--- config.mk ---
export PLATFORM = sky130hd
export DESIGN_NAME = dice_throw_receiver
export DESIGN_NICKNAME = d
export VERILOG_FILES = /design/src/rtl/dice_throw_receiver_pkg.sv /design/src/rtl/dice_throw_receiver_sat_acc.sv /design/src/rtl/dice_throw_receiver.sv
export SDC_FILE = /design/constraint.sdc
export NUM_CORES = 1
export LEC_CHECK = 0
export BUFFER_PORTS_ARGS = -buffer_cell sky130_fd_sc_hd__buf_4
export CORE_UTILIZATION = 54
export DETAILED_ROUTE_END_ITERATION = 6
export GPL_ROUTABILITY_DRIVEN = 0
export HOLD_SLACK_MARGIN = 0.03
export PLACE_DENSITY = 0.79
export SYNTH_ARGS = -nofsm -noshare
export SYNTH_HDL_FRONTEND = slang
export SYNTH_SLANG_ARGS = --single-unit
--- constraint.sdc ---
create_clock -name clk -period 2.1 [get_ports clk]
set_input_delay 0.42 -clock clk [delete_from_list [all_inputs] [get_ports clk]]
set_output_delay 0.42 -clock clk [all_outputs]
set_load 0.005 [all_outputs]
--- src/rtl/dice_throw_receiver_pkg.sv ---
// Shared types and constants for the dice throw receiver.
// Holds the state encoding, the legal face range and the saturation limits.
package dice_throw_receiver_pkg;

    typedef enum logic [1:0] {
        StIdle    = 2'd0,
        StRolling = 2'd1,
        StDone    = 2'd2
    } state_e;

    localparam logic [2:0] THROW_MIN   = 3'd1;
    localparam logic [2:0] THROW_MAX   = 3'd6;
    localparam logic [7:0] TOTAL_SAT   = 8'd255;
    localparam logic [3:0] DOUBLES_SAT = 4'd15;

    function automatic logic throw_legal(input logic [2:0] value);
        return (value >= THROW_MIN) && (value <= THROW_MAX);
    endfunction

endpackage

--- src/rtl/dice_throw_receiver_sat_acc.sv ---
// Saturating adder: acc_i + inc_i, clamped to Max.
// Used for both the running total and the doubles counter.
module sat_acc #(
    parameter int unsigned       Width = 8,
    parameter logic [Width-1:0]  Max   = '1
) (
    input  logic [Width-1:0] acc_i,
    input  logic [Width-1:0] inc_i,
    output logic [Width-1:0] sum_o
);

    logic [Width:0] wide_sum;

    always_comb begin
        wide_sum = {1'b0, acc_i} + {1'b0, inc_i};
        sum_o    = (wide_sum > {1'b0, Max}) ? Max : wide_sum[Width-1:0];
    end

endmodule

--- src/rtl/dice_throw_receiver.sv ---
// Dice throw receiver: captures a face value on the falling edge of button,
// keeps running total, throw count and doubles, and stops once the game ends.
module dice_throw_receiver
    import dice_throw_receiver_pkg::*;
#(
    parameter int unsigned TARGET     = 21,
    parameter int unsigned MAX_THROWS = 15
) (
    input  logic       clk,
    input  logic       rst,
    input  logic       button,
    input  logic       sel,
    input  logic [2:0] throw,
    input  logic       clr,
    output logic [2:0] last_throw,
    output logic       throw_valid,
    output logic [7:0] total,
    output logic [3:0] throw_count,
    output logic [3:0] doubles,
    output logic       err,
    output logic       done
);

    state_e     state_q, state_d;
    logic [2:0] last_q, last_d;
    logic       valid_q, valid_d;
    logic [7:0] total_q, total_d;
    logic [3:0] count_q, count_d;
    logic [3:0] doubles_q, doubles_d;
    logic       err_q, err_d;
    logic       done_q, done_d;

    logic [7:0] total_sum;
    logic [3:0] doubles_sum;
    logic [3:0] count_inc;
    logic       game_over;

    sat_acc #(
        .Width (8),
        .Max   (TOTAL_SAT)
    ) u_total_acc (
        .acc_i (total_q),
        .inc_i ({5'd0, throw}),
        .sum_o (total_sum)
    );

    sat_acc #(
        .Width (4),
        .Max   (DOUBLES_SAT)
    ) u_doubles_acc (
        .acc_i (doubles_q),
        .inc_i (4'd1),
        .sum_o (doubles_sum)
    );

    assign count_inc = count_q + 4'd1;
    assign game_over = ({24'd0, total_sum} >= TARGET) || ({28'd0, count_inc} == MAX_THROWS);

    always_comb begin
        state_d   = state_q;
        last_d    = last_q;
        valid_d   = 1'b0;
        total_d   = total_q;
        count_d   = count_q;
        doubles_d = doubles_q;
        err_d     = err_q;

        if (clr) begin
            state_d   = StIdle;
            last_d    = '0;
            total_d   = '0;
            count_d   = '0;
            doubles_d = '0;
            err_d     = 1'b0;
        end else begin
            unique case (state_q)
                StIdle: begin
                    if (button && !sel) state_d = StRolling;
                end
                StRolling: begin
                    if (sel) begin
                        state_d = StIdle;
                    end else if (!button) begin
                        // Capture edge: the die has stopped.
                        if (throw_legal(throw)) begin
                            last_d  = throw;
                            total_d = total_sum;
                            count_d = count_inc;
                            valid_d = 1'b1;
                            if ((count_q != 4'd0) && (throw == last_q)) doubles_d = doubles_sum;
                            state_d = game_over ? StDone : StIdle;
                        end else begin
                            err_d   = 1'b1;
                            state_d = StIdle;
                        end
                    end
                end
                StDone: state_d = StDone;
                default: state_d = StIdle;
            endcase
        end

        done_d = (state_d == StDone);
    end

    always_ff @(posedge clk or negedge rst) begin
        if (!rst) begin
            state_q   <= StIdle;
            last_q    <= '0;
            valid_q   <= 1'b0;
            total_q   <= '0;
            count_q   <= '0;
            doubles_q <= '0;
            err_q     <= 1'b0;
            done_q    <= 1'b0;
        end else begin
            state_q   <= state_d;
            last_q    <= last_d;
            valid_q   <= valid_d;
            total_q   <= total_d;
            count_q   <= count_d;
            doubles_q <= doubles_d;
            err_q     <= err_d;
            done_q    <= done_d;
        end
    end

    assign last_throw  = last_q;
    assign throw_valid = valid_q;
    assign total       = total_q;
    assign throw_count = count_q;
    assign doubles     = doubles_q;
    assign err         = err_q;
    assign done        = done_q;

endmodule

==> results.json, run 1 <==
{
  "syn-instance-count": 154,
  "synth-edff-count": 0,
  "critPathBufInv": 1,
  "setup_viol": 0,
  "worstPathCellList": "ha_2, inv_1, fa_2, nor2b_2, o21ai_0, mux2_2, o21ai_0, a41oi_1",
  "crit_type": "reg2reg",
  "yosysTopAreaCell": "dfrtp_1",
  "syn_area_per_cell_um2": 9.33,
  "relSlewSlack_pct": 64.5,
  "hold_path_class": "in2reg",
  "p_per_area_nw_per_um2": 425,
  "cts_tree": "done",
  "post-route-worst-setup-slack_ps": 101,
  "synth-simple-area-share_pct": 22.4,
  "period_share_pct": 95.2,
  "max_cap_viol_count": 0,
  "slowest_stage": "dfrtp_1",
  "fillers": 182,
  "fin_cells": 215,
  "post-place-ws_ps": -64.9,
  "core_area_um2": 2500,
  "wirelength_um": 3140,
  "netlist_area_um2": 1440,
  "clkTransAtPathRegs_ps": 130,
  "die_h_um": 53.6,
  "clock_skew_ps": 7.73,
  "startpoint_type": "flip-flop",
  "synth_fp_nets": 171,
  "postCtsSetupRepairBufs": 0,
  "tns_ps": 0,
  "rows": 18,
  "cpPeakStageDelay_ps": 390,
  "yosysSeqAreaShare_pct": 41.8,
  "status": "completed",
  "cp-end-kind": "flip-flop",
  "cts_max_level": 1,
  "power_leakage_nw": 0.782,
  "slew_violations": 0,
  "drive_above_1_share_pct": 24.3,
  "cp_top_family": "adder cells",
  "clk_latency_ps": 310,
  "report.final.hold_viol_count": 0,
  "avgViaCountPerCell": 5.87,
  "grt_use_total_pct": 24.2,
  "fp.dieW_um": 53.6,
  "timing.hold.ws_ps": 295,
  "vdd_drop_max_v": 0.000443,
  "post_drt_wl_per_cell_um": 14.6,
  "drc": 0,
  "synthAdderAreaFrac_pct": 8.36,
  "dp.cells": 211,
  "place_area_um2": 1700,
  "worst_pin_slew_ps": 533,
  "diodes": 0,
  "cts_buffer_depth": 2,
  "final_area_um2": 1750,
  "grt_pass1_vias": 1078,
  "ys.flop_type": "dfrtp_1",
  "critPathMaxFanout": 3,
  "nets": 204,
  "yosysTopAreaCellShare_pct": 41.8,
  "cts_root_buf": "clkbuf_4",
  "cts_sinks": 24,
  "antenna_found_initial": 0,
  "initial_core_util_pct": 57.5,
  "cpMostUsedCell": "o21ai_0",
  "dieArea_um2": 2870,
  "synthXorXnorAreaFrac_pct": 5.49,
  "finalCriticalPeriod_ps": 2000,
  "drtPass1Iterations": 4,
  "place_hpwl_um": 2240,
  "grt_pass1_wl_um": 4990,
  "max_freq_mhz": 500,
  "numCtsBuffers": 3,
  "area_delta_synth_final_pct": 21.5,
  "synth_seq_cells": 24,
  "overflow": 0,
  "numPortBuffers": 29,
  "synth_compound_area_share_pct": 16.9,
  "critical_path_required_ps": 2290,
  "drt-initial-drc-count": 24,
  "yosys_warnings": 0,
  "ys_async_sr_fraction_pct": 100,
  "synth_top_family_by_area": "simple AND/OR/NAND/NOR gates",
  "antenna_left": 0,
  "netlist_top_cells_area": "dfrtp_1, ha_1, nand2_1",
  "synthMuxAreaShare_pct": 1.48,
  "io_pins": 30,
  "synth_cell_type_count": 40,
  "grt_max_degree": 25,
  "arrival_ps": 2190,
  "vias": 1261
}
path summary, 6_finish.rpt:
kind	to	from	slack, ps	cells past startpoint
max	done	total[0]	100	8
min	state_q[0]	sel	290	2
max reg2reg	done	total[0]	100	8
min reg2reg	err	err	520	2
max in group asynchronous	doubles[3]	rst	1340	2
min in group asynchronous	doubles[1]	rst	520	2
layer usage:
layer  vias to the layer above  wire (um)  track usage (%)
li1                        610          -                -
met1                       616       1450             31.6
met2                        30       1500             40.8
met3                         5        151             3.11
met4                         0         40             8.33
met5                         -          0                0
cell type report:
class	instances	area, um^2	area share, %
inverter	7	26.3	1.51
sequential	24	601	34.4
multi-input combinational	117	801	45.9
tap	30	37.5	2.15
clock buffer	3	22.5	1.29
timing repair buffer	34	258	14.8
metrics by stage:
stage	utilization [%]	power (W)
floorplan	-	0.000509
global placement	67.9	0.000545
detailed placement	67.9	0.000547
CTS	69.2	0.000750
global route	69.8	0.000771
finish	69.8	0.000742
kinds of logic after synthesis:
logic type / after synthesis
buffers and inverters: 13
and+or+nand+nor: 62
muxes: 2
xor gates and xnor gates: 9
AOI/OAI and AO/OA: 35
adders and majority gates: 9
DFF: 24
worst reg2reg max path: cells and delay by family, from the launching register on:
family	cells	cell delay [ps]
adders and majority gates	2	540
DFF	1	390
AOI/OAI and AO/OA	3	390
muxes	1	310
and+or+nand+nor	1	180
buffers and inverters	1	50
cells in the final DEF, fill, tap and decap left out, types with 2 or more instances in the layout:
master	instances
nand3_1	5
and3_1	3
nor3_1	4
clkbuf_4	3
o21bai_1	2
inv_1	7
and4b_1	2
a311oi_1	3
xnor2_1	5
nor2_1	15
nand2b_1	2
a211oi_1	2
or3_1	2
ha_1	7
nand2_1	20
xor2_1	4
buf_4	33
a41oi_1	2
a21oi_1	12
o21ai_0	6
dfrtp_1	24
synth_stat cells, types with 3 or more instances:
library cell	count
nor3_1	4
ha_1	8
dfrtp_1	24
xnor2_1	5
xor2_1	4
clkbuf_1	4
and3_1	3
nand3_1	5
nor2_1	15
a21oi_1	12
a311oi_1	3
nand2_1	20
inv_1	7
o21ai_0	6
flip-flops by register name, indices dropped and copies added (netlist names):
register	flops
state_q	2
done	1
throw_count	4
throw_valid	1
err	1
total	8
doubles	4
last_throw	3
where the power goes:
part	total [W]	switching, W	internal [W]
logic	0.0000725	0.0000420	0.0000305
clock network	0.000201	0.000134	0.0000671
registers	0.000468	0.00000279	0.000465
repair_timing:
action                                  4_1_cts  5_1_grt
endpoints found under the setup margin        0        7
endpoints found under the hold margin        24        0
resized for setup                             0        5
hold buffers                                  1        0
No activity file was read; power rests on OpenSTA's default activity.
==> run 2: changes to the inputs <==
Settings changed: CORE_UTILIZATION 54 to 56, CTS_BUF_LIST set to sky130_fd_sc_hd__clkbuf_8, PLACE_DENSITY 0.79 to 0.81, SLEW_MARGIN set to 15.
==> run 2 against run 1 <==
Net effect: die area decreased by 3.4%; clock power grew 54%; non-clock buffer count unchanged; sequential power is essentially flat; sequential share of layout area down 0.61 points; setup slack worse by 63 ps; first-iteration DRC count grew to 2.5 times the previous value; final cell count down 0.47%; fmax fell by 3.1%; wire length increased by 7.7%; clock skew down 5.7 ps; combinational power increased by 2%.
==> results.json, run 2 (same netlist as run 1, synthesis figures left out) <==
{
  "cts_sinks": 24,
  "period_share_pct": 98.2,
  "power_leakage_nw": 0.802,
  "routedLengthMet1_um": 1480,
  "wirelength_um": 3380,
  "slowest_stage": "dfrtp_1",
  "place_hpwl_um": 2480,
  "avgViaCountPerCell": 5.98,
  "p_per_area_nw_per_um2": 478,
  "fp.dieW_um": 52.6,
  "rows": 17,
  "die_h_um": 52.6,
  "numPortBuffers": 29,
  "cpMostUsedCell": "o21ai_0",
  "drtPass1Iterations": 4,
  "slew_violations": 0,
  "cts_hold_buffers": 0,
  "initial_core_util_pct": 62.0,
  "startpoint_type": "flip-flop",
  "area_delta_synth_final_pct": 23.7,
  "drive_above_1_share_pct": 24.7,
  "top_layer": "met4",
  "fin_cells": 214,
  "nets": 204,
  "report.final.hold_viol_count": 0,
  "worst_pin_slew_ps": 487,
  "post-route-worst-setup-slack_ps": 37.6,
  "arrival_ps": 2170,
  "clk_latency_ps": 260,
  "io_pins": 30,
  "cp-end-kind": "flip-flop",
  "wl_met3_um": 130,
  "grt_pass1_vias": 1251,
  "overflow": 0,
  "timing.hold.ws_ps": 44.9,
  "cts_buffer_depth": 2,
  "dieArea_um2": 2770,
  "drc": 0,
  "vias": 1280,
  "clock_skew_ps": 2.01,
  "dp.cells": 209,
  "post-place-ws_ps": -133,
  "status": "completed",
  "grt_pass1_wl_um": 5660,
  "final_common_cell": "buf_4",
  "vdd_drop_max_v": 0.000307,
  "cpPeakStageDelay_ps": 390,
  "switchingPower_w": 0.000188,
  "r2r_setup_slack_ps": 40,
  "antenna_found_initial": 0,
  "worstPathCellList": "ha_1, inv_1, fa_2, nor2b_4, o21ai_0, mux2_2, o21ai_0, a41oi_1",
  "diodes": 0,
  "finalCriticalPeriod_ps": 2060,
  "hold_path_class": "in2async",
  "relSlewSlack_pct": 67.5,
  "drt-initial-drc-count": 60,
  "cts_root_buf": "clkbuf_8",
  "post_drt_wl_per_cell_um": 15.8,
  "cts_tree": "done",
  "wl_met2_um": 1710,
  "grt_use_total_pct": 27.9,
  "crit_type": "reg2reg",
  "clkTransAtPathRegs_ps": 80,
  "p_sw_share_pct": 22.1,
  "cts_max_level": 1,
  "core_area_um2": 2320,
  "critPathMaxFanout": 3,
  "critical_path_required_ps": 2200,
  "grt_max_degree": 25,
  "p_int_w": 0.000662,
  "fillers": 170,
  "setup_viol": 0,
  "max_cap_viol_count": 0,
  "pwr-share-clk_pct": 36.3,
  "tns_ps": 0,
  "antenna_left": 0,
  "max_freq_mhz": 485,
  "power.total_w": 0.000850,
  "numCtsBuffers": 3,
  "p_comb_share_pct": 8.7,
  "final_cell_mix": "buf_4, dfrtp_1, nand2_1",
  "sequentialPowerShare_pct": 55.0,
  "largest_reg_flops": 8
}
-- run 2: cell count changes in the layout (fill, tap and decap cells not counted), sizes merged --
cell,before,now
buf,33,34
dlygate4sd3,1,0
clkbuf,3,4
-- run 2: area by class of cell --
class	count	area, um^2	area share [%]
Multi-Input combinational cell	117	805	45.3
Clock buffer	4	55.1	3.10
Tap cell	28	35.0	1.97
Inverter	7	26.3	1.48
Sequential cell	24	601	33.8
Timing Repair Buffer	34	255	14.4
-- run 2: routing by layer --
layer	up-vias	GRT usage, %
met5	-	0
met1	628	35.8
li1	608	-
met3	6	3.19
met4	0	9.21
met2	38	48.3
-- run 2: worst paths after layout --
check,startpoint,to,depth (start not counted)
max,total[0],state_q[1],8
min,rst,doubles[1],1
max reg2reg,total[0],state_q[1],8
min reg2reg,state_q[1],state_q[0],1
max in group asynchronous,rst,doubles[2],1
min in group clk,sel,state_q[0],2
-- run 2: per-stage QoR --
step           instance area, um^2  utilization, %
6_report                      1780            76.6
5_1_grt                       1780            76.6
4_1_cts                       1750            75.6
2_1_floorplan                 1440               -
3_5_place_dp                  1690            73.1
3_3_place_gp                  1690            73.1
-- run 2: what timing repair did --
item,CTS,global route
setup endpoints to repair,2,7
gates resized for setup,1,4
cloned,0,0
pin swaps,0,1
buffers inserted,0,1
-- run 2: power groups by stage --
stage / logic (W) / clock network (W) / registers (W)
floorplan: 0.0000323 / 0 / 0.000477
global placement: 0.0000691 / 0 / 0.000476
detailed placement: 0.0000710 / 0 / 0.000477
CTS: 0.0000717 / 0.000312 / 0.000467
global route: 0.0000806 / 0.000329 / 0.000468
finish: 0.0000738 / 0.000309 / 0.000467
-- run 2: critical path, delay by kind of cell (launching register included) --
| kind | cells | cell delay, ps |
|---|---|---|
| flops | 1 | 390 |
| simple gates | 1 | 150 |
| mux | 1 | 320 |
| fa+ha+maj | 2 | 550 |
| compound gates | 3 | 430 |
| buf+inv | 1 | 60 |
==> run 3: changes to the inputs <==
Settings changed: ABC_AREA set to 1.
==> run 3 against run 2 <==
Net effect: highest routed layer unchanged; clock-buffer cell count is 1 lower; largest power group unchanged; clock power is 32% higher; sequential power hardly changed; hold slack worse by 11 ps; sequential cell count stayed put; global-route usage is 2.1 points lower; non-clock buffer count is 4 lower; critical path type unchanged; register-to-register slack better by 140 ps.
==> results.json, run 3 <==
{
  "netlist_top_cells_area": "dfrtp_1, nand2_1, nand3_1",
  "drtPass1Iterations": 4,
  "drt-initial-drc-count": 32,
  "slowest_stage": "fa_1",
  "overflow": 0,
  "clk_latency_ps": 270,
  "dieArea_um2": 2870,
  "cts_root_buf": "clkbuf_8",
  "max_freq_mhz": 520,
  "synth_seq_cells": 24,
  "netlist_area_um2": 1490,
  "avgViaCountPerCell": 5.49,
  "max_cap_viol_count": 0,
  "area_delta_synth_final_pct": 21.5,
  "routedLengthMet1_um": 1440,
  "yosysTopAreaCellShare_pct": 40.3,
  "initial_core_util_pct": 59.6,
  "rsz0062_at_grt": "false",
  "arrival_ps": 2070,
  "hold_path_class": "in2async",
  "power_leakage_nw": 0.990,
  "rr_startpoint": "total[0]",
  "cts_max_level": 1,
  "vdd_drop_max_v": 0.000372,
  "worstPathCellList": "ha_2, inv_1, fa_1, inv_1, nand2_1, nand2_4, nand3_1, a21oi_2, nor2_2, nand2_1, nand3_1",
  "cts_tree": "done",
  "yosysTopAreaCell": "dfrtp_1",
  "syn_area_per_cell_um2": 8.00,
  "ys.flop_type": "dfrtp_1",
  "cts_sinks": 24,
  "largest_reg_flops": 8,
  "synth_cell_type_count": 26,
  "worst_pin_slew_ps": 514,
  "antenna_found_initial": 0,
  "numPortBuffers": 29,
  "clock_skew_ps": 5.79,
  "synth_commonest_cells": "nand2_1, dfrtp_1, inv_1, nand3_1, ha_1",
  "clkTransAtPathRegs_ps": 90,
  "drc": 0,
  "final_cell_mix": "nand2_1, buf_4, dfrtp_1",
  "cpPeakStageDelay_ps": 400,
  "r2r_setup_slack_ps": 180,
  "final_common_cell": "nand2_1",
  "place_area_um2": 1740,
  "vias": 1361,
  "p_per_area_nw_per_um2": 521,
  "die_h_um": 53.6,
  "ys_async_sr_fraction_pct": 100,
  "post_drt_wl_per_cell_um": 13.1,
  "diodes": 0,
  "grt_use_total_pct": 25.8,
  "grt_pass1_vias": 1246,
  "tns_ps": 0,
  "period_share_pct": 91.6,
  "final_area_um2": 1810,
  "fp.dieW_um": 53.6,
  "setup_viol": 0,
  "multi_input_area_um2": 773,
  "grt_pass1_wl_um": 5340,
  "nets": 236,
  "wl_met3_um": 116,
  "critPathMaxFanout": 6,
  "place_hpwl_um": 2460,
  "wirelength_um": 3250,
  "synth_fp_nets": 203,
  "wl_met2_um": 1650,
  "cts_buffer_depth": 2,
  "io_pins": 30,
  "synthMostInstantiatedCell": "nand2_1",
  "timing.hold.ws_ps": 33.5,
  "numCtsBuffers": 3,
  "top_layer": "met4",
  "cts_hold_buffers": 0,
  "yosysSeqAreaShare_pct": 40.3,
  "report.final.hold_viol_count": 0,
  "antenna_left": 0,
  "core_area_um2": 2500,
  "regArea_um2": 601,
  "cp-end-kind": "flip-flop",
  "relSlewSlack_pct": 65.6,
  "critical_path_required_ps": 2250,
  "syn-instance-count": 186,
  "yosys_warnings": 0,
  "drive_above_1_share_pct": 23.4,
  "timing.rr.end": "done",
  "crit_type": "reg2reg",
  "startpoint_type": "flip-flop",
  "status": "completed",
  "postCtsSetupRepairBufs": 0,
  "finalCriticalPeriod_ps": 1920,
  "synth-edff-count": 0,
  "r2r_cells": 11,
  "slew_violations": 0,
  "grt_max_degree": 25,
  "fillers": 203,
  "rows": 18
}
run 3: cell count changes in the layout (fill, tap and decap cells not counted), sizes merged, moves of 5 or more:
cell | before | now
o22ai | 1 | 6
nand3 | 6 | 23
inv | 7 | 27
a21oi | 12 | 5
xnor2 | 5 | 0
nand2 | 20 | 56
run 3: kinds of logic after synthesis:
family / Yosys count / synth area share, %
AND/OR/NAND/NOR: 96 / 31.8
buffers and inverters: 29 / 7.90
flip-flops: 24 / 40.3
AO/OA/AOI/OAI: 22 / 8.40
adder cells (fa/ha/maj): 9 / 8.07
XOR/XNOR: 6 / 3.53
run 3: per-stage QoR:
stage,utilization (%),worst slack [ps],instances,total power (W)
final,72.4,177,248,0.000943
after CTS,72.3,157,248,0.000943
after global routing,72.4,7.69,248,0.000974
after floorplan,-,303,186,0.000509
after global placement,69.4,136,244,0.000542
after detailed placement,69.4,23.4,244,0.000544
run 3: timing repair:
action,4_1_cts,5_1_grt
endpoints found under the setup margin,0,2
hold endpoints to repair,0,0
resized for setup,0,1
run 3: final cells by class:
class / instances / area share [%]
Multi-Input combinational cell: 133 / 42.7
Sequential cell: 24 / 33.2
Timing Repair Buffer: 30 / 12.4
Inverter: 27 / 5.60
Clock buffer: 3 / 2.28
Tap cell: 30 / 2.07
Clock inverter: 1 / 1.66
run 3: critical path: cells and delay by family, from the launching register on:
| family | cells | cell delay [ps] |
|---|---|---|
| AOI/OAI and AO/OA | 1 | 190 |
| adders and majority gates | 2 | 600 |
| buffers and inverters | 2 | 120 |
| DFF | 1 | 390 |
| and+or+nand+nor | 6 | 490 |
run 3: worst max-delay path by stage:
stage	start	end	slack (ps)	cells after the start
detailed placement	throw[0]	done	20	12
global placement	throw[0]	state_q[1]	140	12
global route	total[0]	state_q[1]	8	11
floorplan	throw[0]	done	300	11
CTS	total[0]	done	160	11
finish	total[0]	done	180	11
run 3: power by group:
group / total (W) / leakage (nW) / switching [W] / internal (W)
registers: 0.000466 / 0.335 / 0.00000207 / 0.000464
clock network: 0.000407 / 0.0357 / 0.000152 / 0.000255
logic: 0.0000691 / 0.620 / 0.0000448 / 0.0000243
run 3: metal layers:
metal / track usage [%] / up-vias
met4: 8.33 / 0
met5: 0 / -
met1: 31.2 / 662
met3: 3.11 / 6
met2: 47.1 / 30
li1: - / 663
